### src/rtl/alarm_timer.sv
// Countdown alarm: loads a 0..31 second count on start_timer and decrements it once per
// CLK_HZ clock cycles. It pulses expired when the count reaches zero or when a zero count is started.
module alarm_timer #(
   parameter int CLK_HZ = 50_000_000
) (
   input  logic       clock,
   input  logic       reset,
   input  logic       start_timer,
   input  logic [4:0] value,
   output logic       expired,
   output logic       busy,
   output logic [4:0] remaining,
   output logic       one_hz_enable
);

   localparam int                 DIV_W   = (CLK_HZ > 1) ? $clog2(CLK_HZ) : 1;
   localparam logic [DIV_W-1:0]   DIV_MAX = DIV_W'(CLK_HZ - 1);

   typedef enum logic {
      IDLE,
      COUNTING
   } state_t;

   state_t           state, state_next;
   logic [DIV_W-1:0] divider, divider_next;
   logic [4:0]       remaining_next;
   logic             expired_next;
   logic             wrap;

   // The divider is held at zero in IDLE, so a wrap can only happen while counting.
   assign wrap          = (state == COUNTING) && (divider == DIV_MAX);
   assign one_hz_enable = wrap;
   assign busy          = (state == COUNTING);

   always_comb begin
      state_next     = state;
      divider_next   = divider;
      remaining_next = remaining;
      expired_next   = 1'b0;

      // A start request wins over a coincident wrap, so an aborted count never expires.
      if (start_timer) begin
         remaining_next = value;
         divider_next   = '0;
         if (value == 5'd0) begin
            state_next   = IDLE;
            expired_next = 1'b1;
         end else begin
            state_next   = COUNTING;
         end
      end else if (state == COUNTING) begin
         if (wrap) begin
            divider_next = '0;
            if (remaining > 5'd1) begin
               remaining_next = remaining - 5'd1;
            end else begin
               remaining_next = 5'd0;
               state_next     = IDLE;
               expired_next   = (remaining == 5'd1);
            end
         end else begin
            divider_next = divider + DIV_W'(1);
         end
      end else begin
         divider_next = '0;
      end
   end

   // NOTE: sequential state uses non-blocking assignments so every register samples
   // pre-edge values; the reset branch is synchronous and overrides any start or wrap.
   always_ff @(posedge clock) begin
      if (reset) begin
         state     <= IDLE;
         divider   <= '0;
         remaining <= 5'd0;
         expired   <= 1'b0;
      end else begin
         state     <= state_next;
         divider   <= divider_next;
         remaining <= remaining_next;
         expired   <= expired_next;
      end
   end

endmodule

### config.mk
export PLATFORM = sky130hd
export DESIGN_NAME = alarm_timer
export DESIGN_NICKNAME = d
export VERILOG_FILES = /design/src/rtl/alarm_timer.sv
export SDC_FILE = /design/constraint.sdc
export NUM_CORES = 1
export LEC_CHECK = 0
export BUFFER_PORTS_ARGS = -buffer_cell sky130_fd_sc_hd__buf_2
export CAP_MARGIN = 20
export CORE_MARGIN = 3
export CORE_UTILIZATION = 50
export DETAILED_ROUTE_END_ITERATION = 7
export MAX_ROUTING_LAYER = met4
export PLACE_DENSITY = 0.81
export SYNTH_ARGS = -nofsm -noshare
export SYNTH_HDL_FRONTEND = slang
export SYNTH_SLANG_ARGS = --single-unit
### constraint.sdc
create_clock -name clock -period 2.05 [get_ports clock]
set_input_delay 0 -clock clock [delete_from_list [all_inputs] [get_ports clock]]
set_output_delay 0 -clock clock [all_outputs]
set_load 0.02 [all_outputs]
### After elaboration in Yosys (flattened, before gate mapping)

Cells that the tools add are included.

| word-level totals | value |
|---|---|
| RAM bits | 0 |
| ROM bits | 0 |
| memories kept | 0 |
| register bits after elaboration | 33 |
| output and inout bits | 8 |
| bits of input ports | 8 |
| latch bits | 0 |

| cells by class | value |
|---|---|
| bitwise operators | 1 |
| equal/unequal tests | 2 |
| add/sub/neg operators | 2 |
| reductions and logical operators | 6 |
| div/mod/pow operators | 0 |
| magnitude comparators | 1 |
| shift operators | 0 |
| mux-type cells | 14 |
| multipliers | 0 |

Operators by type and width:

| cell | number |
|---|---|
| adder 26 x 1 -> 26 bit (second input constant) | 1 |
| == test 26 bit (second input constant) | 1 |
| 2-to-1 mux 5 bit | 4 |
| 2-to-1 mux 1 bit | 10 |
| == test 5 x 1 -> 1 bit (second input constant) | 1 |
| > comparator 5 x 1 -> 1 bit (second input constant) | 1 |
| zero test 5 bit | 1 |
| subtractor 5 x 1 -> 5 bit (second input constant) | 1 |
| nonzero test 2 bit | 2 |
| OR reduction 4 bit | 1 |
| AND reduction 2 bit | 1 |
| logical AND 1 bit | 1 |
| NOT 1 bit | 1 |

### Longest topological paths before layout

| depth | value |
|---|---|
| word-level depth | 5 |
| gate-level depth with buffers | 8 |
| depth with buffers taken out | 6 |

### Worst setup path before layout

No wires, ideal clock.

| path | value |
|---|---|
| kind | register to register |
| from | register remaining[1] |
| to | register remaining[0] |
| period minus slack after synthesis | 1.868 ns |
| arrival | 1.777 ns |
| stages on the path, launching flop included | 7 |
| required time | 1.959 ns |
| setup slack | 0.182 ns |
| cell sequence | dfxtp_1 > inv_1 > ha_1 > o21bai_1 > and2_1 > or4_1 > a311oi_1 |

| between the ends | value |
|---|---|
| word-level cells in the longest chain between the ends | 5 |

Ends and longest elaborated chain:

| item | RTL line | text |
|---|---|---|
| from (decl) | 12 | `output logic [4:0] remaining,` |
| from (signal assigned) | 80 | `remaining <= remaining_next;` |
| > comparator 5 x 1 -> 1 bit | 54 | `if (remaining > 5'd1) begin` |
| 2-to-1 mux 5 bit | 54 |  |
| 2-to-1 mux 5 bit | 52 | `if (wrap) begin` |
| 2-to-1 mux 5 bit | 51 | `end else if (state == COUNTING) begin` |
| 2-to-1 mux 5 bit | 42 | `if (start_timer) begin` |

No other way between the ends. The select of a mux whose other input is x is not followed.
A chain may end at the register's enable or synchronous reset.

### Worst setup path after layout

Same ends and word-level chain as after synthesis.

==> tab_implementation.tex <==
\begin{tabular}{lr}
\hline
Metric & Value \\
\hline
\multicolumn{2}{l}{\textbf{Synth}} \\
\quad Yosys cell types & 42 \\
\quad Cell taking the most area after synthesis & dfxtp\_1 \\
\quad Number of flops mapped to enable cells by yosys & 0 \\
\quad Cell area after synthesis & 1780 um2 \\
\quad Yosys top cell area share & 37.0\% \\
\quad Mean Syn Cell Area & between 8 and 9 um2 \\
\quad Cell count after synthesis & 210 \\
\quad Top cells by instance count after synthesis & dfxtp\_1, a21oi\_1, nor2\_1 \\
\quad Share of synthesized area occupied by flip-flops and latches & 37.0\% \\
\quad Warning count from the yosys run & 0 \\
\quad FF+latch count, synth & 33 \\
\quad Dominant synthesized flop cell & dfxtp\_1 \\
\quad Post-synthesis net count & 221 \\
\quad Library cell with the highest instance count after synthesis & dfxtp\_1 \\
\quad Cell types with the largest area share after synthesis & dfxtp\_1, a21oi\_1, nand4\_1, xor2\_1, or4\_1 \\
\quad Post-synthesis async set-or-reset flop share & 0\% \\
\multicolumn{2}{l}{\textbf{STA}} \\
\quad Shortest clock period the worst path allows after layout & 1890 ps \\
\quad Fmax & 0.528 GHz \\
\quad Final Max Tran Viols & 0 \\
\quad Tightest slew margin relative to the limit & between 60\% and 70\% \\
\quad RSZ-0062 raised after global routing & false \\
\quad Clock Skews & 25.7 ps \\
\quad Number of endpoints with negative hold slack in the final report & 0 \\
\quad Setup Viol. Count Final & 0 \\
\quad Portion of the clock cycle consumed by the worst path in the final layout & 92.3\% \\
\quad Transition time at the pin with the least slew margin & 587 ps \\
\quad TNS Setup & 0 ps \\
\multicolumn{2}{l}{\textbf{Clock network}} \\
\quad Clock Sink Count & 33 \\
\quad CTS tree & done \\
\quad Num CTS Buffers & 5 \\
\quad Post\_cts resized & 0 \\
\quad Maximum buffer depth of the clock tree & 2 \\
\quad Number of buffers added for setup after CTS & 0 \\
\quad Clock network latency to the later pin of the worst-skew pair & between 300 and 400 ps \\
\quad Number of levels in the clock H-tree & 2 \\
\quad Worst-path clk slew & 120 ps \\
\quad Root buffer cell & clkbuf\_4 \\
\quad Hold-fix buffer count after cts & 5 \\
\multicolumn{2}{l}{\textbf{Setup path}} \\
\quad Cell-by-cell trace of the critical path & inv\_1 -> ha\_1 -> o21bai\_1 -> and2\_1 -> or4\_1 -> a311oi\_1 \\
\quad Cell depth of the worst flop-to-flop path & 6 \\
\quad Delay-heaviest family, CP & simple AND/OR/NAND/NOR gates \\
\quad Crit start category & register \\
\quad Worst stage delay on the critical path & 450 ps \\
\quad Critical Path AT & around 2200 ps \\
\quad End of the worst register-to-register path & remaining[0]\$\_SDFFE\_PP0P\_ \\
\quad Nature of the critical path endpoint & register \\
\quad WS Path Type & register to register \\
\quad Beginning of the worst register-to-register path & remaining[1]\$\_SDFFE\_PP0P\_ \\
\quad Slowest stage cell, crit path & dfxtp\_1 \\
\quad Highest net fanout along the worst path & 6 \\
\quad Endpoint required time on the critical path & 2320 ps \\
\quad Slack of the worst reg-to-reg path & 160 ps \\
\quad Count of buffer and inverter cells on the critical path & 1 \\
\multicolumn{2}{l}{\textbf{Detailed routing}} \\
\quad Total vias in the final route & 1596 \\
\quad ANT nets after route & 0 \\
\quad First-pass detailed-route iteration total & 4 \\
\quad Count of unresolved DRC violations after routing & 0 \\
\quad Overall routed net length & 3730 um \\
\quad 1st-iter DRT viols & 99 \\
\quad DR vias/cell & 5.82 \\
\quad Detailed-route wire length per cell & 13.6 um \\
\multicolumn{2}{l}{\textbf{Place}} \\
\quad Cell total after placement & 261 \\
\quad Buffers added on ports & 15 \\
\quad Placed instance area & 1880 um2 \\
\quad HPWL Detailed & 2620 um \\
\quad Final estimated routing congestion in global placement & $\sim$0.84 \\
\multicolumn{2}{l}{\textbf{Job}} \\
\quad Number of max-cap violations & 0 \\
\multicolumn{2}{l}{\textbf{Layout}} \\
\quad Number of cells in the finished layout apart from fillers & 274 \\
\quad Area growth syn-to-layout & 13.2\% \\
\quad Share of cells above drive strength 1 & 15.8\% \\
\quad Net count of the finished layout & about 240 \\
\quad Final standard cell area without fillers & about 2000 um2 \\
\quad Count of inserted antenna diode cells & 0 \\
\quad Fraction of the core area covered by cells at the end of the flow & 59.6\% \\
\multicolumn{2}{l}{\textbf{Global routing}} \\
\quad Antenna violations before repair & 0 \\
\quad Total routing usage reported by global routing & 19.4\% \\
\quad Wire length of the first global-routing pass & between 6000 and 7000 um \\
\quad Total gr overflow & 0 \\
\quad Via count of the first global-routing pass & 1382 \\
\quad Largest net degree at the start of global routing & 25 \\
\multicolumn{2}{l}{\textbf{Power}} \\
\quad Clock group share of total power & about two fifths \\
\quad Total internal power & 0.987 mW \\
\quad Leakage Power & 0.688 nW \\
\quad Net Sw Frac & 22.9\% \\
\quad Switching power & 0.293 mW \\
\quad Worst ir drop on vdd & about 0.33 mV \\
\quad Fraction of power consumed by combinational cells & 8.2\% \\
\quad Ratio of total power to cell area & between 600 and 700 nW/um2 \\
\quad Proportion of power drawn by flip-flops and latches & 51.4\% \\
\multicolumn{2}{l}{\textbf{Die}} \\
\quad Starting Density & between 50 and 60\% \\
\quad I/O pin count & 16 \\
\quad Placeable core area & 3390 um2 \\
\quad Row cnt & 21 \\
\quad Die outline area & 4320 um2 \\
\quad Die extent in x & 65.7 um \\
\quad Die H & 65.7 um \\
\multicolumn{2}{l}{\textbf{Status}} \\
\quad Outcome & complete, no violations \\
\multicolumn{2}{l}{\textbf{Hold path}} \\
\quad Min-delay src & value[3] \\
\quad Worst min path class & input port to register \\
\quad Hold Crit Depth & 4 \\
\quad Endpoint, Worst Hold & remaining[3]\$\_SDFFE\_PP0P\_ \\
\hline
\end{tabular}
worst min-delay path, cell delays in order:
cell and delay [ps]:
buf_2 110, nand2_1 50, a21o_1 100, o21ai_0 70
through the flow:
| step | hold WS, ps | setup WS (ps) | power, mW |
|---|---|---|---|
| after global placement | 296 | 217 | 0.770 |
| after detailed placement | 301 | 190 | 0.771 |
| after CTS | 0.540 | 169 | 1.30 |
| after global routing | 21.7 | 55.4 | 1.34 |
| final | 14.2 | 158 | 1.28 |
| after floorplan | 168 | 182 | 0.739 |
worst max path at each step:
| stage | startpoint | to | cells after the start |
|---|---|---|---|
| finish | remaining[1]$_SDFFE_PP0P_ | remaining[0]$_SDFFE_PP0P_ | 6 |
| global placement | remaining[1]$_SDFFE_PP0P_ | remaining[0]$_SDFFE_PP0P_ | 6 |
| global route | divider[0]$_SDFF_PP0_ | remaining[0]$_SDFFE_PP0P_ | 5 |
| detailed placement | divider[0]$_SDFF_PP0_ | remaining[0]$_SDFFE_PP0P_ | 5 |
| CTS | remaining[1]$_SDFFE_PP0P_ | remaining[0]$_SDFFE_PP0P_ | 6 |
| floorplan | remaining[1]$_SDFFE_PP0P_ | remaining[0]$_SDFFE_PP0P_ | 6 |
cells in the final DEF (no fill, tap or decap), drive strengths merged, types with 7 or more instances in the layout:
cell type,n
dfxtp,33
or4,8
nand4,14
clkbuf,7
nand3,8
a21oi,21
nand2,11
o21ai,10
or3,8
buf,18
nor2,15
xor2,8
cells by family (layout without fill, tap and decap cells):
group / count (synthesis) / after routing / share of synthesized area [%]
XOR/XNOR: 12 / 12 / 5.89
AO/OA/AOI/OAI: 50 / 50 / 18.2
AND/OR/NAND/NOR: 93 / 93 / 31.8
adder cells (fa/ha/maj): 3 / 3 / 2.10
flip-flops: 33 / 33 / 37.0
buffers and inverters: 19 / 37 / 5.05
routing by layer:
layer	track usage (%)	up-vias	part of all wire, %
met1	24.4	737	50
met5	-	-	0
met3	5.81	4	4.1
li1	-	826	-
met4	7.51	0	1.1
met2	29.2	29	45
area by class of cell:
type / count / area (um2)
Inverter: 6 / 22.5
Clock buffer: 7 / 55.1
Tap cell: 46 / 57.6
Clock inverter: 1 / 30.0
Timing Repair Buffer: 23 / 160
Sequential cell: 33 / 661
Multi-Input combinational cell: 158 / 1030
Fill cell: 315 / 1370
power by group through the flow:
| stage | Sequential, mW | Combinational, mW | Clock [mW] |
|---|---|---|---|
| 2_1_floorplan | 0.683 | 0.0556 | 0 |
| 3_3_place_gp | 0.673 | 0.0965 | 0 |
| 3_5_place_dp | 0.673 | 0.0975 | 0 |
| 4_1_cts | 0.659 | 0.105 | 0.533 |
| 5_1_grt | 0.661 | 0.115 | 0.565 |
| 6_report | 0.659 | 0.105 | 0.517 |
sequential cells by signal, summed over array words and instances (netlist names):
name       flops
busy           1
expired        1
remaining      5
divider       26
Note: power is estimated with default switching activity, not from simulation.
